===== src/rtl/everloop_pkg.sv =====
// Shared definitions for the everloop LED serializer: FSM states,
// default WS2812/SK6812 timing at 50 MHz and frame geometry.
package everloop_pkg;

    typedef enum logic [2:0] {
        ST_IDLE,
        ST_FETCH,
        ST_WAIT_ACK,
        ST_SEND,
        ST_LATCH
    } state_t;

    // Default bit timing in 50 MHz clock cycles.
    localparam int unsigned T0H_DEF = 15;    // 0.3 us
    localparam int unsigned T1H_DEF = 30;    // 0.6 us
    localparam int unsigned BIT_DEF = 62;    // 1.25 us
    localparam int unsigned RST_DEF = 4000;  // 80 us latch

    // Frame geometry: 35 RGBW LEDs.
    localparam int unsigned N_LEDS        = 35;
    localparam int unsigned BYTES_PER_LED = 4;
    localparam int unsigned N_BYTES_DEF   = N_LEDS * BYTES_PER_LED;

    // Counter width able to hold 0..n-1, never narrower than one bit.
    function automatic int unsigned cnt_width(input int unsigned n);
        return (n > 1) ? $clog2(n) : 1;
    endfunction

endpackage


===== src/rtl/everloop_bit_gen.sv =====
// Single-bit waveform generator: counts one bit period and drives the
// line high for the T0H/T1H portion depending on the bit value.
module everloop_bit_gen
    import everloop_pkg::*;
#(
    parameter int unsigned T0H_CYC = T0H_DEF,
    parameter int unsigned T1H_CYC = T1H_DEF,
    parameter int unsigned BIT_CYC = BIT_DEF
) (
    input  logic clk,
    input  logic resetn,
    input  logic run,
    input  logic bit_val,
    output logic line,
    output logic bit_start,
    output logic bit_end
);

    localparam int unsigned CW = cnt_width(BIT_CYC);
    localparam logic [CW-1:0] LAST_CNT = CW'(BIT_CYC - 1);
    localparam logic [CW-1:0] HI_ONE   = CW'(T1H_CYC);
    localparam logic [CW-1:0] HI_ZERO  = CW'(T0H_CYC);

    logic [CW-1:0] cnt;

    assign bit_start = run && (cnt == '0);
    assign bit_end   = run && (cnt == LAST_CNT);
    assign line      = run && (cnt < (bit_val ? HI_ONE : HI_ZERO));

    // Bit-period counter: idles at zero, wraps at the end of each bit.
    always_ff @(posedge clk or negedge resetn) begin
        if (!resetn) begin
            cnt <= '0;
        end else if (!run || bit_end) begin
            cnt <= '0;
        end else begin
            cnt <= cnt + CW'(1);
        end
    end

endmodule


===== src/rtl/everloop_serializer.sv =====
// Reads one LED frame from the frame RAM and serializes it MSB-first onto
// the single-wire LED data line, followed by the latch low period.
module everloop_serializer
    import everloop_pkg::*;
#(
    parameter int unsigned ADDR_WIDTH = 8,
    parameter int unsigned DATA_WIDTH = 8,
    parameter int unsigned N_BYTES    = N_BYTES_DEF,
    parameter int unsigned T0H_CYC    = T0H_DEF,
    parameter int unsigned T1H_CYC    = T1H_DEF,
    parameter int unsigned BIT_CYC    = BIT_DEF,
    parameter int unsigned RST_CYC    = RST_DEF
) (
    input  logic                  clk,
    input  logic                  resetn,
    input  logic                  start,
    output logic [ADDR_WIDTH-1:0] adr_b,
    output logic                  en_b,
    input  logic [DATA_WIDTH-1:0] dat_b,
    input  logic                  ack_b,
    output logic                  everloop_d,
    output logic                  busy,
    output logic                  done
);

    localparam int unsigned BW = cnt_width(DATA_WIDTH);
    localparam int unsigned LW = cnt_width(RST_CYC);
    localparam logic [BW-1:0] MSB_IDX  = BW'(DATA_WIDTH - 1);
    localparam logic [LW-1:0] LAST_LAT = LW'(RST_CYC - 1);
    localparam logic [LW-1:0] PRE_LAT  = LW'((RST_CYC >= 2) ? RST_CYC - 2 : 0);

    state_t                state;
    logic [ADDR_WIDTH-1:0] byte_idx;
    logic [BW-1:0]         bit_idx;
    logic [DATA_WIDTH-1:0] shift;
    logic [DATA_WIDTH-1:0] next_byte;
    logic                  pf_pending;
    logic [LW-1:0]         lat_cnt;

    logic run;
    logic bit_start;
    logic bit_end;
    logic has_next;
    logic has_next2;

    assign run       = (state == ST_SEND);
    assign has_next  = (32'(byte_idx) + 32'd1) < N_BYTES;
    assign has_next2 = (32'(byte_idx) + 32'd2) < N_BYTES;

    everloop_bit_gen #(
        .T0H_CYC (T0H_CYC),
        .T1H_CYC (T1H_CYC),
        .BIT_CYC (BIT_CYC)
    ) u_bit_gen (
        .clk       (clk),
        .resetn    (resetn),
        .run       (run),
        .bit_val   (shift[DATA_WIDTH-1]),
        .line      (everloop_d),
        .bit_start (bit_start),
        .bit_end   (bit_end)
    );

    // Frame FSM with fetch/prefetch and shift register. Read requests are
    // registered one edge early so en_b lands in the first cycle of FETCH
    // and in the first cycle of bit 7 of the byte being sent.
    always_ff @(posedge clk or negedge resetn) begin
        if (!resetn) begin
            state      <= ST_IDLE;
            byte_idx   <= '0;
            bit_idx    <= '0;
            shift      <= '0;
            next_byte  <= '0;
            pf_pending <= 1'b0;
            lat_cnt    <= '0;
            adr_b      <= '0;
            en_b       <= 1'b0;
            busy       <= 1'b0;
            done       <= 1'b0;
        end else begin
            en_b <= 1'b0;
            done <= 1'b0;
            case (state)
                ST_IDLE: begin
                    if (start) begin
                        state    <= ST_FETCH;
                        busy     <= 1'b1;
                        byte_idx <= '0;
                        adr_b    <= '0;
                        en_b     <= 1'b1;
                    end
                end
                ST_FETCH: begin
                    state <= ST_WAIT_ACK;
                end
                ST_WAIT_ACK: begin
                    if (ack_b) begin
                        shift   <= dat_b;
                        bit_idx <= MSB_IDX;
                        state   <= ST_SEND;
                        if (has_next) begin
                            en_b  <= 1'b1;
                            adr_b <= byte_idx + ADDR_WIDTH'(1);
                        end
                    end
                end
                ST_SEND: begin
                    if (bit_start && (bit_idx == MSB_IDX) && has_next) begin
                        pf_pending <= 1'b1;
                    end
                    if (pf_pending && ack_b) begin
                        next_byte  <= dat_b;
                        pf_pending <= 1'b0;
                    end
                    if (bit_end) begin
                        if (bit_idx == '0) begin
                            if (has_next) begin
                                byte_idx <= byte_idx + ADDR_WIDTH'(1);
                                shift    <= next_byte;
                                bit_idx  <= MSB_IDX;
                                if (has_next2) begin
                                    en_b  <= 1'b1;
                                    adr_b <= byte_idx + ADDR_WIDTH'(2);
                                end
                            end else begin
                                state   <= ST_LATCH;
                                lat_cnt <= '0;
                                done    <= (RST_CYC == 1);
                            end
                        end else begin
                            shift   <= shift << 1;
                            bit_idx <= bit_idx - BW'(1);
                        end
                    end
                end
                ST_LATCH: begin
                    if (lat_cnt == LAST_LAT) begin
                        state <= ST_IDLE;
                        busy  <= 1'b0;
                    end else begin
                        lat_cnt <= lat_cnt + LW'(1);
                        done    <= (RST_CYC >= 2) && (lat_cnt == PRE_LAT);
                    end
                end
                default: begin
                    state <= ST_IDLE;
                    busy  <= 1'b0;
                end
            endcase
        end
    end

endmodule


===== config.mk =====
export PLATFORM = sky130hd
export DESIGN_NAME = everloop_serializer
export DESIGN_NICKNAME = d
export VERILOG_FILES = /design/src/rtl/everloop_pkg.sv /design/src/rtl/everloop_bit_gen.sv /design/src/rtl/everloop_serializer.sv
export SDC_FILE = /design/constraint.sdc
export NUM_CORES = 1
export LEC_CHECK = 0
export BUFFER_PORTS_ARGS = -buffer_cell sky130_fd_sc_hd__buf_2
export CAP_MARGIN = 20
export CORE_ASPECT_RATIO = 1.75
export CORE_MARGIN = 2
export CORE_UTILIZATION = 50
export DETAILED_ROUTE_END_ITERATION = 7
export PLACE_DENSITY = 0.68
export SYNTH_ARGS = -nofsm -noshare
export SYNTH_HDL_FRONTEND = slang
export SYNTH_SLANG_ARGS = --single-unit

===== constraint.sdc =====
create_clock -name clk -period 3 [get_ports clk]
set_clock_uncertainty 0.15 [all_clocks]
set_input_delay 0.45 -clock clk [delete_from_list [all_inputs] [get_ports clk]]
set_output_delay 0.45 -clock clk [all_outputs]
set_load 0.01 [all_outputs]

==> results_dict.tcl <==
set metrics [dict create \
    status "finished clean" \
    die_width_um 69.0 \
    critPathMaxFanout 11 \
    synthXorXnorAreaFrac_pct 3.08 \
    syn_area_mm2 0.00369 \
    grtUsageTotal_pct 22.7 \
    period_needed_ns 2.70 \
    synth_compound_area_share_pct 16.5 \
    synth_fp_nets 398 \
    leakagePower_nw 1.99 \
    end_kind "flop" \
    postSynthCellCount 375 \
    setup_tns_ns 0 \
    synth-adder-area-share_pct 3.73 \
    relSlewSlack_pct 53.4 \
    setup.worst_path.start "byte_idx[0]$_DFFE_PN0P_" \
    die_area_mm2 0.00811 \
    grt_setup_unrepaired "no" \
    reg2reg_slack_ns 0.30 \
    diodes 0 \
    finalHoldViolCount 0 \
    synth_cell_types 66 \
    synthMuxAreaShare_pct 10.5 \
    crit_end "lat_cnt[1]$_DFFE_PN0P_" \
    dr_total_vias 2897 \
    clk_path_buf_depth 2 \
    crit_arrival_ns 2.77 \
    clk_pin_slew_worst_paths_ns 0.05 \
    vias_per_cell 5.90 \
    grt_pass1_vias 2936 \
    synth_top_family_by_area "simple AND/OR/NAND/NOR gates" \
    drive_above_1_share_pct 24.2 \
    worstSetupStartpointType "flop" \
    ios 24 \
    regToRegStartpoint "byte_idx[0]$_DFFE_PN0P_" \
    clkSinkCount 60 \
    clock_latency_ns 0.33 \
    period_share_pct 90.1 \
    route.detailed.drc 0 \
    cp.required_ns 3.07 \
    ys.flop_type "dfrtp_1" \
    cts_tree "yes" \
    synthArstFlopShare_pct 100 \
    dr.pass1.iters 5 \
    hp-class "in -> async" \
    max_freq_mhz 370 \
    antenna_found_initial 0 \
    fin_nets 423 \
    timing.rr.end "lat_cnt[1]$_DFFE_PN0P_" \
    grt_max_degree 33 \
    grt_pass1_wl_um 14100 \
    power_density_mw_per_mm2 647 \
    design.core.area_mm2 0.00718 \
    port_buffers 23 \
    htreeDepth 3 \
    tightest_slew_ns 0.699 \
    routedWlPerCell_um 16.6 \
    synth_edf_count 0 \
    num_rows 41 \
    dpl.hpwl_um 5740 \
    antenna_left 0 \
    yosysWarnings 0 \
    grt_overflow 0 \
    yosys.area_share.simple_pct 21.6 \
    slew_viol_final 0 \
    cts_setup_buffers 0 \
    path_class "reg -> reg" \
    start_util_pct 51.4 \
    r2r_cells 7 \
    drt-total-wl_um 8160 \
    gp_congestion 0.885 \
    finalSetupViolCount 0 \
    hold_buffers 0 \
    syn_area_per_cell_um2 9.84 \
    drt-initial-drc-count 233 \
    fp.dieH_um 118 \
    ys_ff_latch 60 \
    area_delta_synth_final_pct 15.7 \
    yosysSeqAreaShare_pct 40.7 \
    cts_root_buffer "clkbuf_16" \
    cap_viol_max_count 0 \
    finalPower_mw 2.76 \
    ir_worst_vdd_mv 0.420 \
    ctsResizeCount 0 \
    cts_buffers 9 \
]
## per-stage QoR
step	utilization, %	instance area (um2)	hold WS (ns)	instances	worst slack [ns]
after floorplan	-	3690	0.00441	375	0.565
after CTS	59.5	4270	0.0458	491	0.313
after global routing	59.5	4270	0.0914	491	0.158
final	59.5	4270	0.0160	491	0.296
after global placement	54.3	3900	0.323	475	0.366
after detailed placement	54.3	3900	0.331	475	0.326
## worst min path at each step
stage / from / endpoint / slack (ns) / cells after the start
after floorplan: resetn / adr_b[0]$_DFFE_PN0P_ / 0.004 / 0
after CTS: resetn / pf_pending$_DFFE_PN0P_ / 0.05 / 1
after detailed placement: shift[2]$_DFFE_PN0P_ / shift[2]$_DFFE_PN0P_ / 0.33 / 1
final: resetn / lat_cnt[10]$_DFFE_PN0P_ / 0.02 / 1
after global routing: resetn / lat_cnt[10]$_DFFE_PN0P_ / 0.09 / 1
after global placement: shift[1]$_DFFE_PN0P_ / shift[1]$_DFFE_PN0P_ / 0.32 / 1
## layout by cell type, fill, tap and decap left out, types with 10 or more instances in the layout
| cell type | Yosys | final |
|---|---|---|
| nand2_1 | 37 | 37 |
| nor2_1 | 43 | 43 |
| ha_1 | 11 | 11 |
| a31oi_1 | 12 | 12 |
| mux2_2 | 10 | 10 |
| and3_1 | 11 | 11 |
| nand3_1 | 18 | 18 |
| a21oi_1 | 13 | 13 |
| buf_2 | 11 | 23 |
| dfrtp_1 | 60 | 60 |
| buf_4 | 2 | 10 |
## metal layers
layer / global-route usage (%) / share of wire (%) / vias to the layer above
li1: - / - / 1407
met1: 28.7 / 43 / 1417
met2: 36.8 / 51 / 58
met3: 3.73 / 3.0 / 15
met4: 10.4 / 2.4 / 0
met5: 0 / 0 / -
## worst max-delay path, stage by stage, from the launching register on
cell and delay [ns]:
dfrtp_1 0.47, ha_1 0.32, and2_4 0.20, or4_4 0.51
nand3_2 0.15, o211ai_2 0.28, nand2_2 0.21, mux2_4 0.31
## cells by family after synthesis
family	Yosys count
mux	32
compound gates	75
xor+xnor	13
buf+inv	29
simple gates	155
flops	60
fa+ha+maj	11
## area by class of cell
class / instances / area [um2]
clock buffers: 10 / 239
flip-flops and latches: 60 / 1500
multi-input cells: 286 / 2040
repair buffers: 34 / 210
clock inverters: 6 / 135
well taps: 86 / 108
fillers: 628 / 2910
inverters: 9 / 33.8
## registers in the layout (all words and copies together), names as in the netlist, 3 cells and up
name           count
lat_cnt           12
u_bit_gen.cnt      6
bit_idx            3
byte_idx           8
next_byte          8
shift              8
state              3
adr_b              8
## cell usage after synthesis, types with 3 or more instances
| library cell | count | area (um2) |
|---|---|---|
| a21oi_1 | 13 | 65.1 |
| a22o_1 | 5 | 43.8 |
| a31oi_1 | 12 | 75.1 |
| a32o_1 | 4 | 40.0 |
| and3_1 | 11 | 68.8 |
| buf_2 | 11 | 55.1 |
| clkbuf_1 | 4 | 15.0 |
| dfrtp_1 | 60 | 1500 |
| ha_1 | 11 | 138 |
| inv_1 | 9 | 33.8 |
| mux2_1 | 7 | 78.8 |
| mux2_2 | 10 | 113 |
| mux2_4 | 9 | 135 |
| mux2i_1 | 6 | 60.1 |
| nand2_1 | 37 | 139 |
| nand2_2 | 4 | 25.0 |
| nand2b_1 | 3 | 18.8 |
| nand3_1 | 18 | 90.1 |
| nor2_1 | 43 | 161 |
| nor2b_1 | 3 | 18.8 |
| nor3_1 | 8 | 40.0 |
| nor4_1 | 4 | 25.0 |
| o211ai_1 | 3 | 22.5 |
| o21ai_0 | 7 | 35.0 |
| o2bb2ai_1 | 5 | 43.8 |
| or4_4 | 3 | 33.8 |
| xnor2_1 | 5 | 43.8 |
| xor2_1 | 8 | 70.1 |
## power breakdown
group          internal (mW)  total [mW]  leakage [nW]  switching [mW]
logic                  0.207       0.392          1.04           0.184
registers              0.965        1.08         0.771           0.115
clock network          0.917        1.29         0.175           0.375
Note: power is estimated with default switching activity, not from simulation.
